===== config.mk =====
export PLATFORM = sky130hd
export DESIGN_NAME = s1_tx_flat
export DESIGN_NICKNAME = d
export VERILOG_FILES = /design/src/rtl/s1_tx_if.sv /design/src/rtl/s1_tx.sv /design/src/flat_wrapper.sv
export SDC_FILE = /design/constraint.sdc
export NUM_CORES = 1
export LEC_CHECK = 0
export CORE_MARGIN = 2
export CORE_UTILIZATION = 55
export DETAILED_ROUTE_END_ITERATION = 10
export PLACE_DENSITY = 0.75
export SETUP_SLACK_MARGIN = 0.02
export SYNTH_ARGS = -nofsm -noshare
export SYNTH_HDL_FRONTEND = slang
export SYNTH_SLANG_ARGS = --single-unit

===== constraint.sdc =====
create_clock -name clk -period 2.56 [get_ports clk]
set_input_delay 0.512 -clock clk [delete_from_list [all_inputs] [get_ports clk]]
set_output_delay 0.512 -clock clk [all_outputs]
set_load 0.005 [all_outputs]

===== src/rtl/s1_tx_if.sv =====
// Register-bank read port plus serial output lines of the S1 transmitter.
// The master side (s1_tx) drives the bank address/strobe and the serial
// lines. The slave side (register bank / receiver) supplies RB1_Q
// combinationally from RB1_A.
// Handshake: there is no valid/ready pair. RB1_Q is valid in the same cycle
// that RB1_A is presented. A serial bit is valid on every cycle where sen
// is low, and sen high marks idle, gap or done.
interface s1_tx_if;
  logic       RB1_RW;
  logic [4:0] RB1_A;
  logic [7:0] RB1_Q;
  logic       sen;
  logic       sd;
  logic       S1_done;

  modport master (
    output RB1_RW,
    output RB1_A,
    output sen,
    output sd,
    output S1_done,
    input  RB1_Q
  );

  modport slave (
    input  RB1_RW,
    input  RB1_A,
    input  sen,
    input  sd,
    input  S1_done,
    output RB1_Q
  );
endinterface


===== src/rtl/s1_tx.sv =====
// S1 transmitter.
// The block reads 18 bytes from register bank RB1 into a buffer, then
// serialises 8 packets MSB first. Packet p carries the address p[2:0]
// followed by column p of the buffer, with word 0 first.
// Optional feature macro: S1_TX_PARITY_EN. It appends an even-parity bit
// (the XOR of the other 21 bits) as the last bit of every packet.
// Reset is asynchronous and active-low on rst.
module s1_tx (
  input  logic       clk,
  input  logic       rst,
  s1_tx_if.master    rb,
  output logic [1:0] dbg_state
);

`ifdef S1_TX_PARITY_EN
  localparam logic [4:0] LAST_IDX = 5'd21;
`else
  localparam logic [4:0] LAST_IDX = 5'd20;
`endif
  localparam logic [4:0] LAST_ADDR = 5'd17;

  typedef enum logic [1:0] {
    FETCH = 2'd0,
    SEND  = 2'd1,
    GAP   = 2'd2,
    DONE  = 2'd3
  } state_t;

  state_t      state_q, state_d;
  logic [4:0]  bit_q, bit_d;
  logic [2:0]  pkt_q, pkt_d;
  logic [4:0]  addr_q, addr_d;
  logic        sen_q, sen_d;
  logic        sd_q, sd_d;
  logic        done_q, done_d;
  logic [7:0]  buf_q [0:17];

  // Packet and bit about to be put on the wire at the next edge
  logic [2:0]        pkt_sel;
  logic [4:0]        bit_sel;
  logic [17:0]       col;
  logic [LAST_IDX:0] word;

  assign rb.RB1_RW   = 1'b1;
  assign rb.RB1_A    = addr_q;
  assign rb.sen      = sen_q;
  assign rb.sd       = sd_q;
  assign rb.S1_done  = done_q;
  assign dbg_state   = state_q;

  // Select which packet and bit the next registered sd value comes from
  always_comb begin
    pkt_sel = pkt_q;
    bit_sel = LAST_IDX;
    if (state_q == FETCH) begin
      pkt_sel = 3'd0;
    end else if (state_q == GAP) begin
      pkt_sel = pkt_q + 3'd1;
    end else if (state_q == SEND && bit_q != 5'd0) begin
      bit_sel = bit_q - 5'd1;
    end
  end

  // Assemble the selected packet: address bits on top, then column bits.
  // Word k lands at bit 17-k.
  always_comb begin
    col = '0;
    for (int k = 0; k < 18; k++) begin
      col[17-k] = buf_q[k][pkt_sel];
    end
`ifdef S1_TX_PARITY_EN
    word = {pkt_sel, col, ^{pkt_sel, col}};
`else
    word = {pkt_sel, col};
`endif
  end

  // Next-state and next-output logic
  always_comb begin
    state_d = state_q;
    bit_d   = bit_q;
    pkt_d   = pkt_q;
    addr_d  = 5'd0;
    sen_d   = 1'b1;
    sd_d    = 1'b0;
    done_d  = done_q;
    case (state_q)
      FETCH: begin
        if (addr_q == LAST_ADDR) begin
          state_d = SEND;
          bit_d   = LAST_IDX;
          pkt_d   = 3'd0;
          sen_d   = 1'b0;
          sd_d    = word[bit_sel];
        end else begin
          addr_d  = addr_q + 5'd1;
        end
      end
      SEND: begin
        if (bit_q != 5'd0) begin
          bit_d = bit_q - 5'd1;
          sen_d = 1'b0;
          sd_d  = word[bit_sel];
        end else if (pkt_q != 3'd7) begin
          state_d = GAP;
        end else begin
          state_d = DONE;
          done_d  = 1'b1;
        end
      end
      GAP: begin
        state_d = SEND;
        pkt_d   = pkt_q + 3'd1;
        bit_d   = LAST_IDX;
        sen_d   = 1'b0;
        sd_d    = word[bit_sel];
      end
      DONE: begin
        done_d = 1'b1;
      end
      default: begin
        state_d = FETCH;
      end
    endcase
  end

  // State, counters and registered outputs; reset aborts any transfer
  always_ff @(posedge clk or negedge rst) begin
    if (!rst) begin
      state_q <= FETCH;
      bit_q   <= 5'd0;
      pkt_q   <= 3'd0;
      addr_q  <= 5'd0;
      sen_q   <= 1'b1;
      sd_q    <= 1'b0;
      done_q  <= 1'b0;
    end else begin
      state_q <= state_d;
      bit_q   <= bit_d;
      pkt_q   <= pkt_d;
      addr_q  <= addr_d;
      sen_q   <= sen_d;
      sd_q    <= sd_d;
      done_q  <= done_d;
    end
  end

  // Capture the bank word at the current address, only while fetching
  always_ff @(posedge clk) begin
    if (state_q == FETCH) begin
      buf_q[addr_q] <= rb.RB1_Q;
    end
  end

endmodule

===== src/flat_wrapper.sv =====
// flat-port wrapper written by rule: the top's interface ports become plain ports
module s1_tx_flat 
  (clk, rst, dbg_state, rb_RB1_RW, rb_RB1_A, rb_sen, rb_sd, rb_S1_done, rb_RB1_Q);
  s1_tx_if rb_i ();
  input  logic clk;
  input  logic rst;
  output logic [1:0] dbg_state;
  output wire logic [$bits(rb_i.RB1_RW)-1:0] rb_RB1_RW;
  output wire logic [$bits(rb_i.RB1_A)-1:0] rb_RB1_A;
  output wire logic [$bits(rb_i.sen)-1:0] rb_sen;
  output wire logic [$bits(rb_i.sd)-1:0] rb_sd;
  output wire logic [$bits(rb_i.S1_done)-1:0] rb_S1_done;
  input wire logic [$bits(rb_i.RB1_Q)-1:0] rb_RB1_Q;
  assign rb_RB1_RW = rb_i.RB1_RW;
  assign rb_RB1_A = rb_i.RB1_A;
  assign rb_sen = rb_i.sen;
  assign rb_sd = rb_i.sd;
  assign rb_S1_done = rb_i.S1_done;
  assign rb_i.RB1_Q = rb_RB1_Q;
  s1_tx u_core (.clk(clk), .rst(rst), .rb(rb_i), .dbg_state(dbg_state));
endmodule

After elaboration in Yosys (flattened, before gate mapping)
Memory sizes are Yosys's and may differ from the RTL's.
Index checks and enable logic that the tools add are counted.
{"block": "totals", "regBits": 18, "ram_bits": 144, "input_bits": 10, "out_inout_bits": 11, "elab_cells": 97, "memories": 1}
{"memory": "u_core.buf_q", "words": 18, "width": 8, "read_ports": 18, "rd_ports_with_merged_regs": 0, "wr": 1, "line_no": "s1_tx.sv:36", "source": "logic [7:0] buf_q [0:17];"}
{"block": "op_classes", "addsub": 3, "n_lt_le_gt_ge": 2, "n_eq_ne": 9, "mux": 65, "reduce_logical": 10}
{"operator": "binary-select mux 1 bit (select 3 bit)", "n": 18}
{"operator": "2-to-1 mux 5 bit", "n": 7}
{"operator": "2-to-1 mux 1 bit", "n": 28}
{"operator": "case mux 5 bit (3 select lines)", "n": 1}
{"operator": "2-to-1 mux 3 bit", "n": 3}
{"operator": "AND reduction 3 bit", "n": 3}
{"operator": "less-than comparator 5 x 6 -> 1 bit (second input constant)", "n": 1}
{"operator": "inequality test 2 bit (second input constant)", "n": 3}
{"operator": "case mux 1 bit (3 select lines)", "n": 2}
{"operator": "case mux 2 bit (3 select lines)", "n": 1}
{"operator": "case mux 3 bit (2 select lines)", "n": 1}
{"operator": "adder 5 x 1 -> 5 bit (second input constant)", "n": 1}
{"operator": "binary-select mux 1 bit (select 5 bit)", "n": 1}
{"operator": "equality test 5 bit (second input constant)", "n": 1}
{"operator": "nonzero test 5 bit", "n": 1}
{"operator": "subtractor 5 x 1 -> 5 bit (second input constant)", "n": 1}
{"operator": "equality test 2 bit (second input constant)", "n": 2}
{"operator": "less-than comparator 3 x 4 -> 1 bit (second input constant)", "n": 1}
{"operator": "2-to-1 mux 2 bit", "n": 2}
{"operator": "nonzero test 2 bit", "n": 2}
{"operator": "adder 3 x 1 -> 3 bit (second input constant)", "n": 1}
{"operator": "inequality test 3 bit (second input constant)", "n": 1}
{"operator": "nonzero test 3 bit", "n": 1}
{"operator": "equality test 2 x 1 -> 1 bit (second input constant)", "n": 1}
{"operator": "5 further kinds", "n": 5}

Longest topological paths before layout
{"block": "depth", "word_depth": 9, "mapped_depth": 15, "mapped_depth_nobuf": 11}

Worst setup path before layout
No wires, ideal clock.
{"block": "synth_path", "kind": "register to register", "start": "register u_core.state_q[0], in the netlist u_core.dbg_state[0]", "end": "register u_core.sd_q, in the netlist u_core.rb.sd", "setup_ns": 0.122, "arrival_time_ns": 2.650, "required_time_ns": 2.438, "slack_ns": -0.212, "stages_incl_launch_ff": 14, "n_path_buf": 4, "period_less_slack_ns": 2.772, "path_cell_list": "dfrtp_1 buf_4 buf_2 nor2_1 ha_1 o21bai_1 buf_4 buf_6 mux4_2 nor4_1 a31oi_1 o21ai_0 o22ai_1 a32o_1"}
{"block": "synth_via", "elab_chain_len": 9, "elab_cells_between_ends": 50, "cone_classes": "eq/ne (2); mux (46); reduce/logical (2)"}
{"element": "start: declaration", "line_no": "s1_tx.sv:29", "source": "state_t state_q, state_d;"}
{"element": "start signal: assignment", "line_no": "s1_tx.sv:138", "source": "state_q <= state_d;"}
{"element": "equality test 2 bit or equality test 2 x 1 -> 1 bit (tied branches)", "line_no": "s1_tx.sv:57, s1_tx.sv:87, s1_tx.sv:59"}
{"element": "2-to-1 mux 3 bit or logical AND 1 bit (tied branches)", "line_no": "s1_tx.sv:57, s1_tx.sv:59"}
{"element": "2-to-1 mux 3 bit or 2-to-1 mux 5 bit (tied branches)", "line_no": "s1_tx.sv:55, s1_tx.sv:59"}
{"element": "binary-select mux 1 bit (select 3 bit) or 2-to-1 mux 5 bit (tied branches)", "line_no": "s1_tx.sv:69, s1_tx.sv:57"}
{"element": "2-to-1 mux 1 bit (not written as such) or 2-to-1 mux 5 bit (tied branches)", "line_no": "s1_tx.sv:69, s1_tx.sv:55"}
{"element": "binary-select mux 1 bit (select 5 bit)", "line_no": "s1_tx.sv:94, s1_tx.sv:103, s1_tx.sv:116"}
{"element": "2-to-1 mux 1 bit (not written as such)", "line_no": "s1_tx.sv:94, s1_tx.sv:103, s1_tx.sv:116"}
{"element": "2-to-1 mux 1 bit, on equally long branches", "line_no": "s1_tx.sv:100, s1_tx.sv:89"}
{"element": "case mux 1 bit (3 select lines) *", "line_no": "s1_tx.sv:87", "source": "case (state_q)"}
{"element": "net u_core.sd_d", "line_no": "s1_tx.sv:34", "source": "logic sd_q, sd_d;"}
{"element": "end signal: assignment", "line_no": "s1_tx.sv:135", "source": "sd_q <= 1'b0;"}
{"element": "end signal: assignment", "line_no": "s1_tx.sv:143", "source": "sd_q <= sd_d;"}
{"element": "end: declaration", "line_no": "s1_tx.sv:34"}
The timed path passes the listed nets; every way through them passes the cells marked *. The select of a mux whose other input is x is not followed.
A chain may end at the register's enable or synchronous reset.

Worst setup path after layout
{"block": "layout_path", "start": "register u_core.state_q[1], in the netlist u_core.dbg_state[1]", "end": "register u_core.sd_q, in the netlist u_core.rb.sd"}
The elaborated chain is that of the path after synthesis.

==> impl_metrics.tcl <==
set metrics [dict create \
    run_status "finished with violations" \
    violations "setup timing" \
    place_hpwl_mm 9.68 \
    detailroute.via_count 4275 \
    setup_repair_after_global_routing_missed_its_margin "yes" \
    overflow 0 \
    holdWs_ns 0.465 \
    synth_sequential_area_ratio_pct 69.9 \
    max_slew_margin_pct 46.9 \
    syn_avg_cell_area_sq_um 15.1 \
    globalplace.congestion 0.888 \
    maxCapViolCount 0 \
    core-area_sq_um 12100 \
    design.die.area_sq_um 13300 \
    synth_cell_area_sq_um 6830 \
    fin_crit_ns 2.63 \
    tritoncts "done" \
    timing.critical_path.arrival_ns 2.95 \
    pwr_density_cell_nw_per_um2 638 \
    synth_area_leaders "sky130_fd_sc_hd__edfxtp_1, sky130_fd_sc_hd__dfrtp_1, sky130_fd_sc_hd__mux4_2, sky130_fd_sc_hd__mux2i_1, sky130_fd_sc_hd__nand2_1" \
    yosysTopAreaCellShare_pct 63.3 \
    final-max-slew-violation-count 0 \
    route.detailed.wl_per_inst_um 21.1 \
    timing.critical_path.from_type "flop" \
    grt_util_all_layers_pct 24.1 \
    netlist_instances 451 \
    worstMarginPinSlew_ns 0.794 \
    clock_tree.htree_level_count 4 \
    count_of_flip_flops_with_a_built_in_enable_after_synthesis 144 \
    final_layout_size_suffix_gt1_share_pct 26.3 \
    reg2reg_setup_slack_ns -0.07 \
    worst-endpoint-required_ns 2.88 \
    postSynth.asyncResetShare_pct 11.1 \
    warnings_from_yosys 0 \
    hold_class "flop to flop" \
    synthDistinctLibCells 60 \
    pre_repair_dr_iteration_count 8 \
    count_of_final_setup_violators 1 \
    antenna_left 0 \
    clock_sinks 162 \
    synth.net_count 469 \
    route.detailed.drc 0 \
    io_pins 21 \
    maxClockFrequency_mhz 380 \
    worst_skew_pair.late_latency_ns 0.43 \
    final_min_period_over_clock_period_pct 103 \
    leak_pwr_uw 0.00299 \
    clk_pin_slew_worst_paths_ns 0.06 \
    die_h_um 115 \
    layout.filler_cells 781 \
    area_growth_syn_to_layout_pct 22.7 \
    initial_utilization_pct 56.6 \
    io_buffers 19 \
    fp.dieW_um 115 \
    utilization_pct 69.5 \
    grt_pass1_vias 4167 \
    antenna-diode-count 0 \
    drt_iter0_markers 439 \
    synth_largest_area_cell "sky130_fd_sc_hd__edfxtp_1" \
    final-hold-violation-count 0 \
    fin_ws_ns -0.0743 \
    cts-root-to-sink-buffers 2 \
    end_kind "flop" \
    path_max_fanout 4 \
    root_buffer "sky130_fd_sc_hd__clkbuf_16" \
    antenna_violations_before_repair 0 \
    ys_dominant_reg_cell "sky130_fd_sc_hd__edfxtp_1" \
    vdd.ir_drop.worst_mv 0.427 \
    placement_rows 40 \
    grt_max_degree 19 \
    detail_route.wirelength_mm 15.2 \
    worst_clock_skew_ns 0.00680 \
    ys_seq_elements 162 \
    number_of_nets_in_the_layout 556 \
    worst-setup-path-type "flop to flop" \
    cts_made_buffers 17 \
    viasPerCell 5.95 \
    global_route_wire_length_before_repair_mm 23.2 \
]
layer usage:
metal,routed length (um),global-route usage (%)
met1,6360,33.2
met2,7330,37.6
met5,0,0
met4,332,9.32
met3,1180,5.75
timing repair:
item / 4_1_cts / 5_1_grt
gates resized for setup: 14 / 19
endpoints found under the setup margin: 1 / 1
buffers inserted: 3 / 2
pin swaps: 2 / 12
hold buffers: 0 / 0
path summary, 6_finish.rpt:
check                                          from            endpoint  depth (start not counted)
worst max-delay path            u_core.dbg_state[1]        u_core.rb.sd                         13
worst min-delay path              u_core.rb.S1_done   u_core.rb.S1_done                          1
worst max register to register  u_core.dbg_state[1]        u_core.rb.sd                         13
worst min register to register    u_core.rb.S1_done   u_core.rb.S1_done                          1
max in group asynchronous                       rst  u_core.rb.RB1_A[2]                          1
min in group asynchronous                       rst  u_core.rb.RB1_A[1]                          1
flip-flops by register name, summed over array words and instances, names as in the netlist:
signal and flops:
u_core.rb.sd 1, u_core.buf_q 144, u_core.bit_q 5, u_core.rb.S1_done 1, u_core.rb.sen 1, u_core.dbg_state 2, u_core.rb.RB1_A 5, u_core.pkt_q 3
synthesized netlist by cell type (2+ instances only):
master and n:
sky130_fd_sc_hd__a211oi_1 2, sky130_fd_sc_hd__a21o_1 6, sky130_fd_sc_hd__a21oi_1 11, sky130_fd_sc_hd__a22oi_1 3, sky130_fd_sc_hd__a31oi_1 5, sky130_fd_sc_hd__a32oi_1 2
sky130_fd_sc_hd__and3_1 3, sky130_fd_sc_hd__and3b_1 2, sky130_fd_sc_hd__buf_2 7, sky130_fd_sc_hd__buf_4 6, sky130_fd_sc_hd__buf_6 3, sky130_fd_sc_hd__clkbuf_1 8
sky130_fd_sc_hd__dfrtp_1 17, sky130_fd_sc_hd__edfxtp_1 144, sky130_fd_sc_hd__ha_1 8, sky130_fd_sc_hd__inv_1 10, sky130_fd_sc_hd__mux2i_1 26, sky130_fd_sc_hd__mux4_2 18
sky130_fd_sc_hd__nand2_1 54, sky130_fd_sc_hd__nand2b_1 4, sky130_fd_sc_hd__nand3_1 19, sky130_fd_sc_hd__nand4_1 5, sky130_fd_sc_hd__nor2_1 28, sky130_fd_sc_hd__nor2b_1 2
sky130_fd_sc_hd__nor3_1 13, sky130_fd_sc_hd__nor4_1 2, sky130_fd_sc_hd__o21ai_0 6, sky130_fd_sc_hd__xnor2_1 4, sky130_fd_sc_hd__xor2_1 2
report_power, final:
| group | internal (uW) | total, uW | switching, uW |
|---|---|---|---|
| clock network | 1410 | 2390 | 982 |
| logic | 20.1 | 73.0 | 52.9 |
| registers | 2880 | 2880 | 0 |
layout by cell type, fill, tap and decap left out, types with 12 or more instances in the layout:
master and count:
sky130_fd_sc_hd__dfrtp_1 17, sky130_fd_sc_hd__clkbuf_16 17, sky130_fd_sc_hd__mux4_2 18, sky130_fd_sc_hd__mux2i_1 25, sky130_fd_sc_hd__nor2_1 25, sky130_fd_sc_hd__buf_4 66, sky130_fd_sc_hd__nand3_1 19, sky130_fd_sc_hd__nor3_1 12
sky130_fd_sc_hd__nand2_1 54, sky130_fd_sc_hd__clkdlybuf4s50_1 19, sky130_fd_sc_hd__edfxtp_1 144
critical path, cell delays in order, from the launching register on:
cell and delay (ns):
sky130_fd_sc_hd__dfrtp_1 0.38, sky130_fd_sc_hd__inv_2 0.08, sky130_fd_sc_hd__nor2_4 0.04, sky130_fd_sc_hd__ha_4 0.26
sky130_fd_sc_hd__o21bai_4 0.15, sky130_fd_sc_hd__buf_12 0.16, sky130_fd_sc_hd__buf_8 0.11, sky130_fd_sc_hd__mux4_2 0.50
sky130_fd_sc_hd__nand2b_4 0.15, sky130_fd_sc_hd__o31ai_2 0.05, sky130_fd_sc_hd__a31oi_1 0.15, sky130_fd_sc_hd__o21ai_1 0.18
sky130_fd_sc_hd__o22ai_2 0.10, sky130_fd_sc_hd__a32o_1 0.21
final cells by class:
class | count | area [sq um] | area share (%)
repair buffers | 92 | 786 | 9.38
flip-flops and latches | 162 | 4780 | 57.0
well taps | 168 | 210 | 2.51
clock inverters | 13 | 119 | 1.42
multi-input cells | 255 | 2020 | 24.1
inverters | 10 | 37.5 | 0.448
clock buffers | 19 | 433 | 5.17
through the flow:
step / cell area [sq um] / TNS, ns / worst slack, ns / cells / power, uW
2_1_floorplan: 6870 / -0.0633 / -0.0633 / 451 / 2930
3_3_place_gp: 7620 / -0.167 / -0.167 / 682 / 3000
3_5_place_dp: 7620 / -0.219 / -0.219 / 682 / 3010
4_1_cts: 8260 / -0.0978 / -0.0978 / 717 / 5350
5_1_grt: 8380 / -0.168 / -0.168 / 719 / 5450
6_report: 8380 / -0.0743 / -0.0743 / 719 / 5340
cells by family after synthesis:
kind of cell | share of synthesized area (%)
buffers and inverters | 2.66
and+or+nand+nor | 9.80
adders and majority gates | 1.47
muxes | 9.91
other | 0.0549
DFF | 69.9
AOI/OAI and AO/OA | 5.42
xor gates and xnor gates | 0.769
Note: power is estimated with default switching activity, not from simulation.
